$ cat src/rtl/bcd_time_keeper.sv
// bcd_time_keeper: 24-hour BCD clock core for a four-digit multiplexed display.
// Divides clk down to a 1 Hz tick, counts seconds/minutes/hours, and accepts
// two debounced push buttons for setting hours and minutes.
module bcd_time_keeper #(
  parameter int CLK_HZ          = 100000000,
  parameter int DEBOUNCE_CYCLES = 1000000
) (
  input  logic       clk,
  input  logic       rst,
  input  logic       run_en,
  input  logic       btn_hour,
  input  logic       btn_min,
  output logic [3:0] s_hourten,
  output logic [3:0] s_hour,
  output logic [3:0] s_minten,
  output logic [3:0] s_min,
  output logic       sec_tick,
  output logic       colon
);

  localparam int PS_W = $clog2(CLK_HZ);
  localparam int DB_W = $clog2(DEBOUNCE_CYCLES);
  localparam logic [PS_W-1:0] PS_LAST = PS_W'(CLK_HZ - 1);
  localparam logic [PS_W-1:0] PS_HALF = PS_W'(CLK_HZ / 2 - 1);
  localparam logic [DB_W-1:0] DB_LAST = DB_W'(DEBOUNCE_CYCLES - 1);

  // Minutes field {tens, units}: 00..59, wraps to 00.
  function automatic logic [7:0] min_inc(input logic [7:0] v);
    logic [7:0] r;
    if (v[3:0] == 4'd9) begin
      r[3:0] = 4'd0;
      r[7:4] = (v[7:4] == 4'd5) ? 4'd0 : v[7:4] + 4'd1;
    end else begin
      r[7:4] = v[7:4];
      r[3:0] = v[3:0] + 4'd1;
    end
    return r;
  endfunction

  // Hours field {tens, units}: 00..23, wraps to 00.
  function automatic logic [7:0] hour_inc(input logic [7:0] v);
    logic [7:0] r;
    if (v == 8'h23) begin
      r = 8'h00;
    end else if (v[3:0] == 4'd9) begin
      r[7:4] = v[7:4] + 4'd1;
      r[3:0] = 4'd0;
    end else begin
      r[7:4] = v[7:4];
      r[3:0] = v[3:0] + 4'd1;
    end
    return r;
  endfunction

  // Bit 0 = hour button, bit 1 = minute button.
  logic [1:0] btn_raw;
  logic [1:0] press;

  assign btn_raw = {btn_min, btn_hour};

  for (genvar i = 0; i < 2; i++) begin : g_btn
    logic            sync_p0;
    logic            sync_p1;
    logic            level;
    logic            pulse;
    logic [DB_W-1:0] cnt;

    // Synchronize the raw button, accept a new level only after it has been
    // stable for DEBOUNCE_CYCLES samples, and pulse once on an accepted press.
    always_ff @(posedge clk) begin
      if (rst) begin
        sync_p0 <= 1'b0;
        sync_p1 <= 1'b0;
        level   <= 1'b0;
        pulse   <= 1'b0;
        cnt     <= '0;
      end else begin
        sync_p0 <= btn_raw[i];
        sync_p1 <= sync_p0;
        pulse   <= 1'b0;
        if (sync_p1 != level) begin
          if (cnt == DB_LAST) begin
            level <= sync_p1;
            pulse <= sync_p1;
            cnt   <= '0;
          end else begin
            cnt <= cnt + 1'b1;
          end
        end else begin
          cnt <= '0;
        end
      end
    end

    assign press[i] = pulse;
  end

  logic            press_hour;
  logic            press_min;
  logic [PS_W-1:0] presc;
  logic [5:0]      sec;
  logic [7:0]      min_bcd;
  logic [7:0]      hour_bcd;
  logic            wrap;
  logic            min_carry;
  logic            hour_carry;

  assign press_hour = press[0];
  assign press_min  = press[1];

  // A minute press restarts the second, so it suppresses the natural carry.
  assign wrap       = run_en && (presc == PS_LAST);
  assign min_carry  = wrap && (sec == 6'd59) && !press_min;
  assign hour_carry = min_carry && (min_bcd == 8'h59);

  // Prescaler, blink, seconds and the BCD minute/hour fields.
  always_ff @(posedge clk) begin
    if (rst) begin
      presc    <= '0;
      sec      <= '0;
      min_bcd  <= '0;
      hour_bcd <= '0;
      sec_tick <= 1'b0;
      colon    <= 1'b0;
    end else begin
      sec_tick <= wrap;
      if (press_min) begin
        presc   <= '0;
        sec     <= '0;
        colon   <= 1'b1;
        min_bcd <= min_inc(min_bcd);
      end else begin
        if (wrap) begin
          presc <= '0;
          colon <= 1'b1;
          sec   <= (sec == 6'd59) ? 6'd0 : sec + 6'd1;
        end else if (run_en) begin
          presc <= presc + 1'b1;
          if (presc == PS_HALF) begin
            colon <= 1'b0;
          end
        end
        if (min_carry) begin
          min_bcd <= min_inc(min_bcd);
        end
      end
      if (press_hour || hour_carry) begin
        hour_bcd <= hour_inc(hour_bcd);
      end
    end
  end

  assign s_hourten = hour_bcd[7:4];
  assign s_hour    = hour_bcd[3:0];
  assign s_minten  = min_bcd[7:4];
  assign s_min     = min_bcd[3:0];

endmodule

$ cat config.mk
export PLATFORM = sky130hd
export DESIGN_NAME = bcd_time_keeper
export DESIGN_NICKNAME = d
export VERILOG_FILES = /design/src/rtl/bcd_time_keeper.sv
export SDC_FILE = /design/constraint.sdc
export NUM_CORES = 1
export LEC_CHECK = 0
export CORE_ASPECT_RATIO = 1.1
export CORE_MARGIN = 2
export CORE_UTILIZATION = 54
export CTS_BUF_LIST = sky130_fd_sc_hd__clkbuf_16
export CTS_CLUSTER_DIAMETER = 100
export DETAILED_ROUTE_END_ITERATION = 6
export GPL_TIMING_DRIVEN = 0
export PLACE_DENSITY = 0.75
export SLEW_MARGIN = 10
export SYNTH_ARGS = -nofsm -noshare
export SYNTH_HDL_FRONTEND = slang
export SYNTH_SLANG_ARGS = --single-unit
$ cat constraint.sdc
create_clock -name clk -period 6.19 [get_ports clk]
set_clock_uncertainty 0.1 [all_clocks]
set_input_delay 0.9285 -clock clk [delete_from_list [all_inputs] [get_ports clk]]
set_output_delay 0.9285 -clock clk [all_outputs]
set_load 0.1 [all_outputs]
==> impl_metrics.csv, run 1 <==
group,metric,value,unit
outcome,outcome,"finished, final reports clean",
sta,slew_limit_fails,0,
grt,first_global_vias,3433,
final_layout,instances_no_fill,666,
worst_setup_path,worstPathRequired,5160,ps
cts,cts_root_buffer,"clkbuf_16",
yosys,synth-compound-area-share,0.04869,
yosys,synth_top_family_by_area,"simple AND/OR/NAND/NOR gates",
yosys,synthMuxAreaShare,0.01798,
cts,clkTransAtPathRegs,70,ps
detailed_routing,firstDrtPassIters,5,
cts,post-cts-setup-buffers,0,
detailed_routing,drc,0,
yosys,synthTopCellsByArea,"dfxtp_1 44%, xnor2_1 8.5%, nor2_1 7.9%",
yosys,sequential_element_share_of_the_synthesized_area,0.4382,
yosys,synth.lib_cells_used.distinct,48,
sta,slew_headroom,0.3424,
cts,cts-hold-fix-buffers,0,
worst_setup_path,worstSetupStartpointType,"register",
die,die_w,91.26,microns
sta,rsz_0062_raised_after_global_routing,"false",
detailed_routing,post_drt_via_cell_ratio,5.517,
sta,worst_pin_slew,983.3,ps
worst_hold_path,timing.hold.worst.class,"reg -> reg",
worst_setup_path,rr_startpoint,"presc[0]",
place,dp_hpwl,6218,microns
grt,antenna_found_initial,0,
worst_setup_path,worst_setup_path_startpoint,"min_bcd[2]",
yosys,post-synth-top-area-fraction,0.4382,
grt,grt_max_degree,16,
cts,insertion_delay,340,ps
yosys,yosys_warnings,0,
final_layout,drive_above_1_share,0.04144,
yosys,yosys.cell_count.top_type,"dfxtp_1",
worst_hold_path,min_from,"g_btn[0].sync_p0",
worst_setup_path,cp_cell_sequence,"clkdlybuf4s50_1",
worst_setup_path,end_kind,"output port",
final_layout,fin_nets,564,
die,coreArea,8277,sq um
yosys,ys_ff_latch,99,
worst_setup_path,cp_top_family,"buffers and inverters",
yosys,synth_cells,519,
place,placed_cells_incl_taps,651,
final_layout,area_growth,14.50,%
grt,global_route.overflow_total,0,
final_layout,ff_latch_area,1982,sq um
final_layout,final.fill_count,663,
run,maxCapViolations,0,
die,floorplan.die_area,9125,sq um
sta,final-setup-viol-count,0,
yosys,synthesis.area,4523,sq um
yosys,mappedNetlistNets,532,
yosys,post_synth_and_or_nand_nor_area_fraction,0.3137,
sta,max_freq,0.3329,GHz
detailed_routing,drt-total-wl,8924,microns
detailed_routing,route.antenna.remaining_nets,0,
yosys,postSynthAreaPerCell,8.715,sq um
cts,cts_buffers,9,
worst_setup_path,master_of_the_slowest_instance_on_the_critical_path,"clkdlybuf4s50_1",
worst_setup_path,largest_stage_delay_worst_path,1190,ps
yosys,synth_async_sr_flop_share,0,
yosys,xor_and_xnor_fraction_of_the_mapped_netlist_area,0.1317,
yosys,post_synth_edffs,0,
detailed_routing,wire_per_inst,13.40,microns
final_layout,multi_input_area,2416,sq um
worst_setup_path,class_of_the_most_critical_setup_path,"reg -> out",
die,floorplan.die.height,99.99,microns
cts,cts_repair_resize_count,0,
sta,final-hold-violation-count,0,
grt,track_usage,0.2007,
power,total_leakage_power,0.001675,uW
worst_setup_path,critical_path_maximum_fanout,8,
sta,final.setup.tns,0,ps
grt,first_pass_grt_wire_length,15110,microns
detailed_routing,num_vias,3674,
sta,period_needed,3004,ps
cts,cts_max_path_buffers,2,
sta,finalHoldWorstSlack,333.7,ps
yosys,synth.top_cells.by_count,"99 x dfxtp_1, 95 x nor2_1, 44 x xnor2_1, 31 x nand3_1, 29 x nand2_1",
place,numPortBuffers,21,
sta,fin_crit_sh,0.4853,
yosys,synth_top_area_cell,"dfxtp_1",
final_layout,num_antenna_cells,0,
die,row_count,35,
cts,cts.htree.levels,3,
die,start_util,0.5465,
die,ios,23,
power,p_per_area,243.0,nW/um^2
yosys,synth_top_flop_cell,"dfxtp_1",
power,vdd.ir_drop.worst,0.1340,mV
cts,clock_sinks,99,
place,final_gp_congestion,0.8462,
yosys,area_share_of_fa_ha_maj_cells_after_synthesis,0.02213,
cts,cts_tree,"done",
worst_setup_path,data_arrival_time_of_the_critical_path,1980,ps
worst_setup_path,cp.buffers_inverters,1,
detailed_routing,detail_route.iter0.violations,194,
[cell type report]
cell class	instances	share of cell area
Inverter	19	0.01377
Tap cell	111	0.02682
Sequential cell	99	0.3827
Buffer	12	0.01039
Multi-Input combinational cell	389	0.4665
Timing Repair Buffer	21	0.04059
Clock inverter	6	0.01570
Clock buffer	9	0.04349
[state kept, by name, summed over array words and instances (netlist names)]
| name | count |
|---|---|
| g_btn.cnt | 40 |
| presc | 27 |
| hour_bcd | 8 |
| min_bcd | 8 |
| sec | 6 |
| g_btn.level | 2 |
| g_btn.pulse | 2 |
| g_btn.sync_p0 | 2 |
| g_btn.sync_p1 | 2 |
| colon | 1 |
| sec_tick | 1 |
[cells in the final DEF (no fill, tap or decap), types with 3 or more instances in the layout]
cell and n:
a21oi_1 14, and2_1 3, and3_1 10, and4_1 7, clkbuf_1 10, clkbuf_16 9, clkdlybuf4s50_1 21, dfxtp_1 99
ha_1 8, inv_1 20, mux2i_1 7, nand2_1 29, nand3_1 31, nand3b_1 4, nand4_1 13, nand4b_1 4
nor2_1 95, nor2b_1 11, nor3_1 19, nor4_1 9, nor4b_1 6, o21ai_0 11, or3_1 5, or4_1 8
xnor2_1 44, xor2_1 24
[final timing paths]
path | endpoint | slack [ps] | cells after the start
worst max-delay path | s_min[2] | 3190 | 1
worst min-delay path | g_btn[0].sync_p1 | 330 | 1
worst max register to register | presc[8] | 3370 | 7
worst min register to register | g_btn[0].sync_p1 | 330 | 1
[per-stage QoR]
stage          utilization  area (sq um)  setup slack [ps]  total power [uW]
2_1_floorplan            -          4523              3546             684.2
3_3_place_gp        0.5887          4872              3075             694.0
3_5_place_dp        0.5887          4872              2967             694.8
4_1_cts             0.6257          5179              3181              1271
5_1_grt             0.6257          5179              3083              1301
6_report            0.6257          5179              3186              1259
[logic make-up (layout without fill, tap and decap cells)]
group,count (synthesis),after routing
xor gates and xnor gates,68,68
AOI/OAI and AO/OA,37,37
adders and majority gates,8,8
buffers and inverters,31,67
and+or+nand+nor,268,268
DFF,99,99
muxes,8,8
[metal layers]
layer  up-vias  part of all wire  track usage
met3        19             0.024      0.02853
met1      1732              0.47       0.2434
met4         0             0.021      0.08508
met2        62              0.48       0.3573
li1       1861                 -            -
met5         -                 0            0
[report_power, final]
part	internal [uW]	switching (uW)	total [uW]	leakage [uW]
Clock	350	228	578	0.000155
Sequential	641	4.99	646	0.000799
Combinational	10.3	24.1	34.4	0.000722
Total	1000	257	1260	0.00167
Power figures use the tool's default switching activity.
==> inputs of run 2 (changes only) <==
Settings changed: PLACE_DENSITY 0.75 to 0.78.
Clock period 6.19 ns to 2.7 ns, I/O delays scaled along.
==> impl_metrics.csv, run 2 (same netlist as run 1, synthesis figures left out) <==
group,metric,value,unit
die,start_util,0.5465,
detailed_routing,wire_per_inst,13.37,microns
final_layout,multi_input_area,2442,sq um
final_layout,final.fill_count,702,
grt,first_pass_grt_wire_length,15240,microns
final_layout,largest_register_ffs,40,
power,power.share.clock,0.421,
worst_setup_path,critical_path_maximum_fanout,8,
worst_hold_path,holdPathStages,3,
sta,final-setup-viol-count,0,
cts,cts_root_buffer,"clkbuf_16",
cts,post-cts-setup-buffers,0,
sta,period_needed,2483,ps
power,p_per_area,522.7,nW/um^2
cts,clock_sinks,99,
grt,gr_util_met1,0.2373,
sta,fin_crit_sh,0.9196,
worst_setup_path,cp_cell_sequence,"clkdlybuf4s50_1",
worst_hold_path,worstHoldEndpoint,"presc[1]",
final_layout,largest_register,"g_btn.cnt",
cts,cts_buffers,9,
grt,globalRouteMet2Util,0.3573,
cts,cts.htree.levels,3,
detailed_routing,firstDrtPassIters,4,
run,maxCapViolations,0,
cts,clkTransAtPathRegs,70,ps
power,power.combinational.fraction,0.030,
detailed_routing,drt-total-wl,8919,microns
worst_setup_path,end_kind,"output port",
worst_setup_path,r2r.worst_path.cells,6,
grt,track_usage,0.2037,
worst_setup_path,cp.buffers_inverters,1,
detailed_routing,drc,0,
final_layout,area_growth,14.14,%
final_layout,postLayoutCoreUtil,0.6237,
cts,cts-hold-fix-buffers,0,
detailed_routing,num_vias,3670,
grt,grtUsageMet3,0.04580,
die,ios,23,
sta,slew_limit_fails,0,
sta,max_freq,0.4028,GHz
sta,finalHoldWorstSlack,321.1,ps
worst_setup_path,data_arrival_time_of_the_critical_path,1980,ps
worst_setup_path,logic_depth_of_the_worst_path_buffers_included,1,
grt,antenna_found_initial,0,
power,cellInternalPower,2106,uW
worst_hold_path,timing.hold.worst.class,"in -> reg",
grt,grt_max_degree,16,
die,die_w,91.26,microns
outcome,outcome,"finished, final reports clean",
worst_setup_path,largest_stage_delay_worst_path,1180,ps
detailed_routing,route.antenna.remaining_nets,0,
power,p_seq_frac,0.549,
die,row_count,35,
worst_setup_path,worstPathRequired,2190,ps
worst_setup_path,rr_startpoint,"presc[0]",
detailed_routing,detail_route.iter0.violations,156,
final_layout,fin_nets,564,
sta,worst_pin_slew,974.8,ps
sta,final-hold-violation-count,0,
worst_setup_path,cp_top_family,"buffers and inverters",
worst_setup_path,class_of_the_most_critical_setup_path,"reg -> out",
grt,global_route.overflow_total,0,
cts,cts_tree,"done",
cts,insertion_delay,340,ps
power,total_leakage_power,0.001673,uW
detailed_routing,post_drt_via_cell_ratio,5.502,
worst_setup_path,worstSetupStartpointType,"register",
grt,globalRoute.busiestLayer,"met2",
final_layout,layout_common_cells,"99 x dfxtp_1, 94 x nor2_1, 44 x xnor2_1, 30 x nand3_1, 28 x nand2_1",
final_layout,num_antenna_cells,0,
die,coreArea,8277,sq um
worst_setup_path,rr_endpoint,"sec[5]",
grt,first_global_vias,3483,
power,vdd.ir_drop.worst,0.3694,mV
place,numPortBuffers,21,
sta,slew_headroom,0.3481,
worst_setup_path,r2r_setup_slack,240,ps
final_layout,drive_above_1_share,0.04856,
die,floorplan.die.height,99.99,microns
power,netSwitchingPower,592.8,uW
cts,cts_max_path_buffers,2,
place,final_gp_congestion,0.8935,
worst_hold_path,min_from,"run_en",
worst_setup_path,master_of_the_slowest_instance_on_the_critical_path,"clkdlybuf4s50_1",
die,floorplan.die_area,9125,sq um
place,dp_hpwl,6239,microns
final_layout,final_common_cell,"dfxtp_1",
final_layout,ff_latch_area,1982,sq um
power,share_of_total_power_consumed_by_net_switching,0.2197,
final_layout,top_regs,"g_btn.cnt x40, presc x27",
sta,rsz_0062_raised_after_global_routing,"false",
[run 2: worst max path at each step]
| stage | start | endpoint | slack (ps) |
|---|---|---|---|
| after floorplan | min_bcd[3] | hour_bcd[5] | 130 |
| after global placement | presc[0] | presc[25] | 20 |
| after CTS | presc[0] | presc[11] | 5 |
| final | min_bcd[1] | s_min[1] | 220 |
| after global routing | presc[0] | min_bcd[1] | 80 |
| after detailed placement | presc[0] | presc[11] | -60 |
[run 2: through the flow]
step	std cells	setup TNS, ps	cell area (sq um)	total power (uW)	worst slack (ps)
global route	667	0	5162	2798	75.03
finish	667	0	5162	2698	217.2
CTS	667	0	5136	2727	4.563
floorplan	519	0	4523	1569	131.9
global placement	651	0	4872	1591	16.41
detailed placement	651	-1071	4872	1593	-61.43
[run 2: worst min-delay path, stage by stage]
cell	delay, ps
buf_2	160
mux2i_1	90
nor2_1	70
[run 2: layer usage]
| metal | part of all wire | vias up | routed length [microns] |
|---|---|---|---|
| li1 | - | 1864 | - |
| met1 | 0.46 | 1728 | 4098 |
| met2 | 0.49 | 63 | 4378 |
| met3 | 0.029 | 15 | 261 |
| met4 | 0.020 | 0 | 180 |
| met5 | 0 | - | 0 |
[run 2: repair_timing]
action,CTS,global route
hold endpoints to repair,0,0
gates resized for setup,1,8
setup endpoints to repair,20,31
gates cloned,0,0
[run 2: power by group through the flow]
stage / logic, uW / registers, uW / clock network [uW]
4_1_cts: 80.0 / 1480 / 1170
3_3_place_gp: 77.0 / 1510 / 0
5_1_grt: 87.9 / 1480 / 1230
2_1_floorplan: 36.7 / 1530 / 0
3_5_place_dp: 79.3 / 1510 / 0
6_report: 80.7 / 1480 / 1140
[run 2: area by class of cell]
| cell class | count | share of cell area |
|---|---|---|
| multi-input combinational | 389 | 0.4731 |
| sequential | 99 | 0.3839 |
| clock buffer | 9 | 0.04363 |
| timing repair buffer | 21 | 0.04072 |
| tap | 111 | 0.02690 |
| inverter | 19 | 0.01381 |
| buffer | 12 | 0.01091 |
| clock inverter | 7 | 0.007029 |
==> inputs of run 3 (changes only) <==
--- a/constraint.sdc
+++ b/constraint.sdc
@@ -3,3 +3,3 @@
 set_input_delay 0.405 -clock clk [delete_from_list [all_inputs] [get_ports clk]]
 set_output_delay 0.405 -clock clk [all_outputs]
-set_load 0.1 [all_outputs]
+set_load 0.02 [all_outputs]
==> results of run 3 <==
Same layout as run 2 (identical final DEF). Status: finished, final reports clean.
Among the figures that moved: clock-pin slew on the worst setup and hold paths 70 ps -> 60 ps; setup slack after layout 217.2 ps -> 235.5 ps; start point of the critical path min_bcd[1] -> presc[0]; end point of the critical path s_min[1] -> sec[5]; total power 2698 uW -> 2682 uW
